==> config.mk <==
export PLATFORM = sky130hd
export DESIGN_NAME = mem_bus_responder
export DESIGN_NICKNAME = d
export VERILOG_FILES = /design/src/rtl/mem_bus_pkg.sv /design/src/rtl/mem_bus_arbiter.sv /design/src/rtl/mem_bus_responder.sv
export SDC_FILE = /design/constraint.sdc
export NUM_CORES = 1
export LEC_CHECK = 0
export ABC_AREA = 1
export CORE_ASPECT_RATIO = 0.6
export CORE_MARGIN = 2
export CORE_UTILIZATION = 40
export DETAILED_ROUTE_END_ITERATION = 16
export HOLD_SLACK_MARGIN = 0.02
export PLACE_DENSITY = 0.91
export SETUP_SLACK_MARGIN = 0.2
export SYNTH_ARGS = -nofsm -noshare
export SYNTH_HDL_FRONTEND = slang
export SYNTH_SLANG_ARGS = --single-unit
==> constraint.sdc <==
create_clock -name clk -period 4.1 [get_ports clk]
set_input_delay 0.82 -clock clk [delete_from_list [all_inputs] [get_ports clk]]
set_output_delay 0.82 -clock clk [all_outputs]
set_load 0.03 [all_outputs]
==> src/rtl/mem_bus_pkg.sv <==
// Shared types for the instruction/data bus responder.
// Round-robin arbitration is enabled by defining MEM_BUS_ROUND_ROBIN_EN.
package mem_bus_pkg;

  typedef enum logic [1:0] {IDLE, ISSUE, WAIT, RESP} state_t;

  typedef enum logic [1:0] {NONE, INSTR, DATA} grant_t;

  localparam int unsigned MAX_WAIT_STATES = 15;

endpackage

==> src/rtl/mem_bus_arbiter.sv <==
// Combinational grant select between the fetch and load/store initiators.
// With MEM_BUS_ROUND_ROBIN_EN defined, ties go to the port not served last.
module mem_bus_arbiter
  import mem_bus_pkg::*;
(
  input  logic   instr_req,
  input  logic   data_req,
`ifdef MEM_BUS_ROUND_ROBIN_EN
  input  grant_t last_grant,
`endif
  output grant_t grant
);

  always_comb begin
    grant = NONE;
    if (data_req && instr_req) begin
`ifdef MEM_BUS_ROUND_ROBIN_EN
      grant = (last_grant == DATA) ? INSTR : DATA;
`else
      grant = DATA;
`endif
    end else if (data_req) begin
      grant = DATA;
    end else if (instr_req) begin
      grant = INSTR;
    end
  end

endmodule

==> src/rtl/mem_bus_responder.sv <==
// Responder for the core's instruction and data buses onto one single-port SRAM.
// Optional round-robin tie-break between ports: define MEM_BUS_ROUND_ROBIN_EN.
module mem_bus_responder
  import mem_bus_pkg::*;
#(
  parameter int unsigned ADDR_WIDTH  = 12,
  parameter int unsigned WAIT_STATES = 0
) (
  input  logic                  clk,
  input  logic                  reset,
  input  logic [31:0]           instr_address_in,
  input  logic                  instr_read_in,
  output logic [31:0]           instr_read_value_out,
  output logic                  instr_ready_out,
  input  logic [31:0]           data_address_in,
  input  logic                  data_read_in,
  input  logic                  data_write_in,
  input  logic [3:0]            data_write_mask_in,
  input  logic [31:0]           data_write_value_in,
  output logic [31:0]           data_read_value_out,
  output logic                  data_ready_out,
  output logic [ADDR_WIDTH-1:0] mem_address_out,
  output logic                  mem_read_out,
  output logic                  mem_write_out,
  output logic [3:0]            mem_write_mask_out,
  output logic [31:0]           mem_write_value_out,
  input  logic [31:0]           mem_read_value_in
);

  localparam int unsigned CntW = (WAIT_STATES > 0) ? $clog2(WAIT_STATES + 1) : 1;
  localparam logic [CntW-1:0] CntLoad = CntW'(WAIT_STATES);

  state_t                state_q, state_d;
  grant_t                grant_q, grant_d, arb_grant;
  logic                  write_q, write_d;
  logic [ADDR_WIDTH-1:0] addr_q, addr_d;
  logic [3:0]            mask_q, mask_d;
  logic [31:0]           wdata_q, wdata_d;
  logic [31:0]           hold_q, hold_d;
  logic [CntW-1:0]       cnt_q, cnt_d;
  logic [31:0]           rd_value;
  logic                  data_req;
  logic                  unused_addr_bits;

  assign data_req = data_read_in | data_write_in;
  // Byte offset and bits above the SRAM range are dropped, so addresses wrap.
  assign unused_addr_bits = ^{instr_address_in[31:ADDR_WIDTH+2], instr_address_in[1:0],
                              data_address_in[31:ADDR_WIDTH+2], data_address_in[1:0]};
  assign rd_value = (WAIT_STATES == 0) ? mem_read_value_in : hold_q;

`ifdef MEM_BUS_ROUND_ROBIN_EN
  grant_t last_grant_q, last_grant_d;

  assign last_grant_d = (state_q == IDLE && arb_grant != NONE) ? arb_grant : last_grant_q;

  always_ff @(posedge clk or posedge reset) begin
    if (reset) last_grant_q <= INSTR;
    else       last_grant_q <= last_grant_d;
  end
`endif

  mem_bus_arbiter u_arbiter (
    .instr_req  (instr_read_in),
    .data_req   (data_req),
`ifdef MEM_BUS_ROUND_ROBIN_EN
    .last_grant (last_grant_q),
`endif
    .grant      (arb_grant)
  );

  always_ff @(posedge clk or posedge reset) begin
    if (reset) begin
      state_q <= IDLE;
      grant_q <= NONE;
      write_q <= 1'b0;
      addr_q  <= '0;
      mask_q  <= '0;
      wdata_q <= '0;
      hold_q  <= '0;
      cnt_q   <= '0;
    end else begin
      state_q <= state_d;
      grant_q <= grant_d;
      write_q <= write_d;
      addr_q  <= addr_d;
      mask_q  <= mask_d;
      wdata_q <= wdata_d;
      hold_q  <= hold_d;
      cnt_q   <= cnt_d;
    end
  end

  always_comb begin
    state_d = state_q;
    grant_d = grant_q;
    write_d = write_q;
    addr_d  = addr_q;
    mask_d  = mask_q;
    wdata_d = wdata_q;
    hold_d  = hold_q;
    cnt_d   = cnt_q;
    unique case (state_q)
      IDLE: begin
        if (arb_grant != NONE) begin
          state_d = ISSUE;
          grant_d = arb_grant;
          // Read and write together count as a write.
          write_d = (arb_grant == DATA) && data_write_in;
          addr_d  = (arb_grant == DATA) ? data_address_in[ADDR_WIDTH+1:2]
                                        : instr_address_in[ADDR_WIDTH+1:2];
          mask_d  = write_d ? data_write_mask_in : 4'h0;
          wdata_d = write_d ? data_write_value_in : 32'h0;
        end
      end
      ISSUE: begin
        cnt_d   = CntLoad;
        state_d = (WAIT_STATES > 0) ? WAIT : RESP;
      end
      WAIT: begin
        // First WAIT cycle is when the SRAM's registered read data is valid.
        if (cnt_q == CntLoad) hold_d = mem_read_value_in;
        cnt_d = cnt_q - 1'b1;
        if (cnt_q == CntW'(1)) state_d = RESP;
      end
      RESP: begin
        state_d = IDLE;
        grant_d = NONE;
      end
      default: state_d = IDLE;
    endcase
  end

  always_comb begin
    mem_address_out      = '0;
    mem_read_out         = 1'b0;
    mem_write_out        = 1'b0;
    mem_write_mask_out   = 4'h0;
    mem_write_value_out  = 32'h0;
    instr_ready_out      = 1'b0;
    instr_read_value_out = 32'h0;
    data_ready_out       = 1'b0;
    data_read_value_out  = 32'h0;
    unique case (state_q)
      ISSUE: begin
        mem_address_out     = addr_q;
        mem_read_out        = !write_q;
        mem_write_out       = write_q;
        mem_write_mask_out  = mask_q;
        mem_write_value_out = wdata_q;
      end
      RESP: begin
        // A withdrawn request gets no ready even though the access completed.
        if (grant_q == INSTR && instr_read_in) begin
          instr_ready_out      = 1'b1;
          instr_read_value_out = rd_value;
        end
        if (grant_q == DATA && data_req) begin
          data_ready_out = 1'b1;
          if (!write_q) data_read_value_out = rd_value;
        end
      end
      default: ;
    endcase
  end

endmodule

### Yosys cells after proc, flatten, opt, wreduce, memory -nomap -nowiden

Index checks and enable logic that the tools add are counted.

| storage, ports and cells | value |
|---|---|
| bits in registers | 54 |
| bits in latches | 0 |
| RAM bits | 0 |
| memory bits (read-only) | 0 |
| input port bits | 137 |
| output and inout port bits | 116 |
| logic and storage cells | 55 |
| memories kept | 0 |

| cells by class | value |
|---|---|
| add/sub/neg operators | 1 |
| multiply operators | 0 |
| divide/modulo/power cells | 0 |
| magnitude comparators | 0 |
| eq/ne operators | 8 |
| shifts and indexed selects | 0 |
| muxes and demuxes | 26 |
| bitwise operators | 1 |
| reductions and logical operators | 12 |

Operators by type and width:

| operator | count |
|---|---|
| 32-bit 2-to-1 mux | 7 |
| 12-bit 2-to-1 mux | 2 |
| 2-bit 2-to-1 mux | 5 |
| 2-bit == test (second input constant) | 4 |
| 4-bit 2-to-1 mux | 2 |
| 2-bit one-hot mux with 4 select lines | 1 |
| 1-bit 2-to-1 mux | 7 |
| 2-bit AND reduction | 3 |
| 2-bit nonzero test | 3 |
| 2-bit by 1-bit == test with 1-bit output (second input constant) | 2 |
| 1-bit logical AND | 4 |
| 2-bit inequality test (second input constant) | 2 |
| 2-bit one-hot mux with 2 select lines | 1 |
| 2-bit zero test | 1 |
| 1-bit one-hot mux with 2 select lines | 1 |
| 1-bit zero test | 1 |
| 1-bit bitwise OR | 1 |
| 1-bit subtractor (second input constant) | 1 |

### Logic depth before layout (Yosys ltp)

| depth | value |
|---|---|
| word-level depth | 6 |
| gate-level depth with buffers | 8 |
| mapped depth without buffers | 6 |

### Hierarchy

A second synthesis with hierarchy kept.

| second synthesis, totals | value |
|---|---|
| cells, all modules | 560 |
| area total of the unflattened synthesis | 3,509.6 µm² |

By module, submodules not included:

| module | instances | cells an instance | area each (µm²) | seq. area each (µm²) |
|---|---|---|---|---|
| mem_bus_responder | 1 | 557 | 3,498.4 | 1,351.3 |
| mem_bus_arbiter | 1 | 3 | 11.3 | 0.0 |

### Worst setup path after synthesis

OpenSTA, ideal clock, no wires.

| timing path | value |
|---|---|
| path type | in2out |
| start | input data_write_in |
| end | output data_read_value_out[0] |
| arrival time | 1.804 ns |
| required time | 3.280 ns |
| path slack | 1.476 ns |
| stages | 5 |
| cells stage by stage | buf_6 > inv_2 > nand2_4 > nand2_4 > nor3_1 |

| on the way | value |
|---|---|
| cells in the longest elaborated chain, start to end | 4 |

RTL lines:

| item | RTL line | RTL |
|---|---|---|
| start, declared | mem_bus_responder.sv:17 | `input logic data_write_in,` |
| 1-bit bitwise OR | mem_bus_responder.sv:45 | `assign data_req = data_read_in \| data_write_in;` |
| 1-bit logical AND | mem_bus_responder.sv:157 | `if (grant_q == DATA && data_req) begin` |
| 32-bit 2-to-1 mux | mem_bus_responder.sv:157 |  |
| 32-bit 2-to-1 mux | mem_bus_responder.sv:143 | `unique case (state_q)` |
| end, declared | mem_bus_responder.sv:20 | `output logic [31:0] data_read_value_out,` |

Every way passes these cells.

### Final worst setup path

| timing path | value |
|---|---|
| start | register state_q[1] |
| end | output mem_write_value_out[21] |

| on the way | value |
|---|---|
| cells in the longest elaborated chain, start to end | 2 |

RTL lines:

| item | RTL line | RTL |
|---|---|---|
| start, declared | mem_bus_responder.sv:33 | `state_t state_q, state_d;` |
| start signal, assigned | mem_bus_responder.sv:82 | `state_q <= state_d;` |
| 2-bit by 1-bit == test with 1-bit output | mem_bus_responder.sv:143 |  |
| 32-bit 2-to-1 mux | mem_bus_responder.sv:143 |  |
| end, declared | mem_bus_responder.sv:26 | `output logic [31:0] mem_write_value_out,` |

Every way passes these cells.

==> flow_metrics.py <==
metrics = {
    "power_and_ir_drop": {
        "p_per_area_nw_per_um2": 585,
        "p_leak_nw": 3.16,
        "vdd_drop_max_v": 0.000307,
    },
    "drt": {
        "viasPerCell": 4.55,
        "antenna_left": 0,
        "detail_route.first_pass.iterations": 4,
        "wl_per_cell_um": 12.6,
        "vias": 3925,
        "drc": 0,
        "drt_wl_total_um": 10800,
        "drtIter0Drc": 259,
    },
    "cells_and_area": {
        "finalInstanceArea_um2": 6020,
        "fill_cells": 783,
        "multi_input_area_um2": 1860,
        "drive_gt1_share_pct": 19.8,
        "ff_latch_area_um2": 1350,
        "diodes": 0,
        "final_nets": 874,
        "area_growth_pct": 57.6,
    },
    "die": {
        "fp-row-count": 27,
        "die_w_um": 130,
        "fp.dieH_um": 79.7,
        "ios": 253,
        "initial_core_util_pct": 41.4,
        "coreArea_um2": 9220,
        "die_area_um2": 10400,
    },
    "timing": {
        "max_freq_mhz": 294,
        "finalCriticalPeriod_ns": 3.40,
        "hold_viol": 0,
        "slew_headroom_pct": 23.9,
        "setup_viol_count_final": 0,
        "timing.final.crit_share_pct": 82.9,
        "hold-worst-slack_ns": 0.480,
        "skew_ns": 0.00408,
        "grt_setup_unrepaired": "no",
        "fin_setup_tns_ns": 0,
        "maxSlewViolCount": 0,
        "worstMarginPinSlew_ns": 1.14,
    },
    "cts": {
        "cts_setup_buffers": 0,
        "root_buffer": "clkbuf_16",
        "clockBufferDepth": 2,
        "cts_inserted_buffers": 5,
        "cts_sinks": 54,
        "ctsHoldBuffers": 0,
        "htree_levels": 2,
        "clk_pin_slew_ns": 0.07,
        "cts_resized": 0,
        "cts_tree": "built",
        "clk_latency_ns": 0.29,
    },
    "setup_path": {
        "cpPeakStageDelay_ns": 0.81,
        "crit_type": "register to output pin",
        "critPathMaxFanout": 50,
        "cpMostUsedCell": "inv_1",
        "cp.required_ns": 3.28,
        "end_kind": "output pin",
        "critical_path.startpoint_type": "register",
        "crit_slowest_cell": "ha_2",
        "ff2ff_path_depth": 6,
        "crit_chain": "inv_1 > ha_2 > nand2_1 > inv_1 > clkdlybuf4s50_1",
        "cp.arrival_ns": 2.58,
    },
    "global_routing": {
        "antenna_found_initial": 0,
        "overflow": 0,
        "grt_pass1_wl_um": 17100,
        "grtUsageTotal_pct": 20.3,
        "grt_max_degree": 55,
        "grt_pass1_vias": 3678,
    },
    "synth": {
        "synth_top_area_share_pct": 35.4,
        "yosysMostFrequentCell": "nand2_1",
        "synthFlopType": "dfrtp_1",
        "synth_commonest_cells": "207 x nand2_1, 92 x inv_1, 54 x dfrtp_1",
        "postSynthCellCount": 543,
        "synthArstFlopShare_pct": 100,
        "synth_edf_count": 0,
        "netlist_area_um2": 3820,
        "ys_seq_elements": 54,
        "synth.area.top_cells": "dfrtp_1 35%, nand2_1 20%, inv_1 9.0%",
        "synth.distinct_cells": 25,
        "syn_avg_cell_area_um2": 7.03,
        "syn_nets": 685,
        "synth_area_leader_cell": "dfrtp_1",
        "yosysSeqAreaShare_pct": 35.4,
        "ys_warn_count": 0,
    },
    "place": {
        "placed_cell_area_um2": 5830,
        "gp_congestion": 0.787,
        "portBuffers": 212,
        "dp_hpwl_um": 8180,
    },
    "worst_hold_path": {
        "hp-class": "register to register",
        "hold_depth": 2,
    },
    "run": {
        "drv_cap": 0,
    },
    "run_status": {
        "status": "complete, no violations",
    },
}
-- logic make-up (layout without fill, tap and decap cells) --
family,Yosys count,count (layout),share of synthesized area (%)
adder cells (fa/ha/maj),5,5,1.64
buffers and inverters,129,319,15.9
AND/OR/NAND/NOR,317,317,39.1
AO/OA/AOI/OAI,38,38,7.93
flip-flops,54,54,35.4
-- worst max-delay path: cells and delay by family, from the launching register on --
family                     cells  cell delay [ns]
DFF                            1             0.43
and+or+nand+nor                1             0.14
buffers and inverters          3             0.88
adders and majority gates      1             0.81
-- final cells by class --
cell class,count,share of cell area [%]
clock buffer,5,2.08
tap,130,2.70
timing repair buffer,216,34.8
multi-input combinational,360,30.9
sequential,54,22.4
clock inverter,3,1.14
inverter,95,5.92
-- metal layers --
| metal | share of wire, % | global-route usage (%) | vias to the layer above |
|---|---|---|---|
| li1 | - | - | 1973 |
| met1 | 45 | 27.2 | 1807 |
| met2 | 47 | 34.3 | 139 |
| met3 | 7.7 | 4.22 | 6 |
| met4 | 0.65 | 3.33 | 0 |
| met5 | 0 | 0 | - |
-- stage by stage --
step / std cells / setup slack, ns / total power (W) / util (%)
finish: 863 / 0.703 / 0.00352 / 65.3
global route: 863 / 0.492 / 0.00377 / 65.3
CTS: 863 / 0.663 / 0.00355 / 65.3
detailed placement: 855 / 0.754 / 0.00300 / 63.2
floorplan: 543 / 1.48 / 0.00241 / -
global placement: 855 / 0.798 / 0.00291 / 63.2
-- power by group --
part / leakage [nW] / internal, W / switching [W] / total [W]
clock: 0.0940 / 0.000351 / 0.000191 / 0.000542
sequential: 0.695 / 0.000800 / 0.000180 / 0.000979
combinational: 2.37 / 0.000742 / 0.00126 / 0.00200
-- flip-flops by register name, summed over array words and instances (netlist names) --
name / cells
wdata_q: 32
write_q: 1
cnt_q: 1
state_q: 2
addr_q: 12
mask_q: 4
grant_q: 2
-- cell usage in the layout (no fill, tap or decap), drive strengths merged --
master,instances
nand2,241
clkdlybuf4s50,178
inv,94
dfrtp,54
buf,38
nor2,37
o21ai,37
nor3,32
clkbuf,5
ha,5
nand3,4
nand4,2
bufinv,2
clkinv,2
a21oi,1
or2,1
-- final timing paths --
kind                                 start                 endpoint  slack, ns
worst min register to register   addr_q[9]                addr_q[9]       0.48
max in group asynchronous            reset                addr_q[1]       2.25
worst max register to register  state_q[0]                addr_q[4]       2.04
min in group asynchronous            reset              wdata_q[23]       1.15
worst max-delay path            state_q[1]  mem_write_value_out[21]       0.70
worst min-delay path             addr_q[9]                addr_q[9]       0.48
No activity file was read; power rests on OpenSTA's default activity.
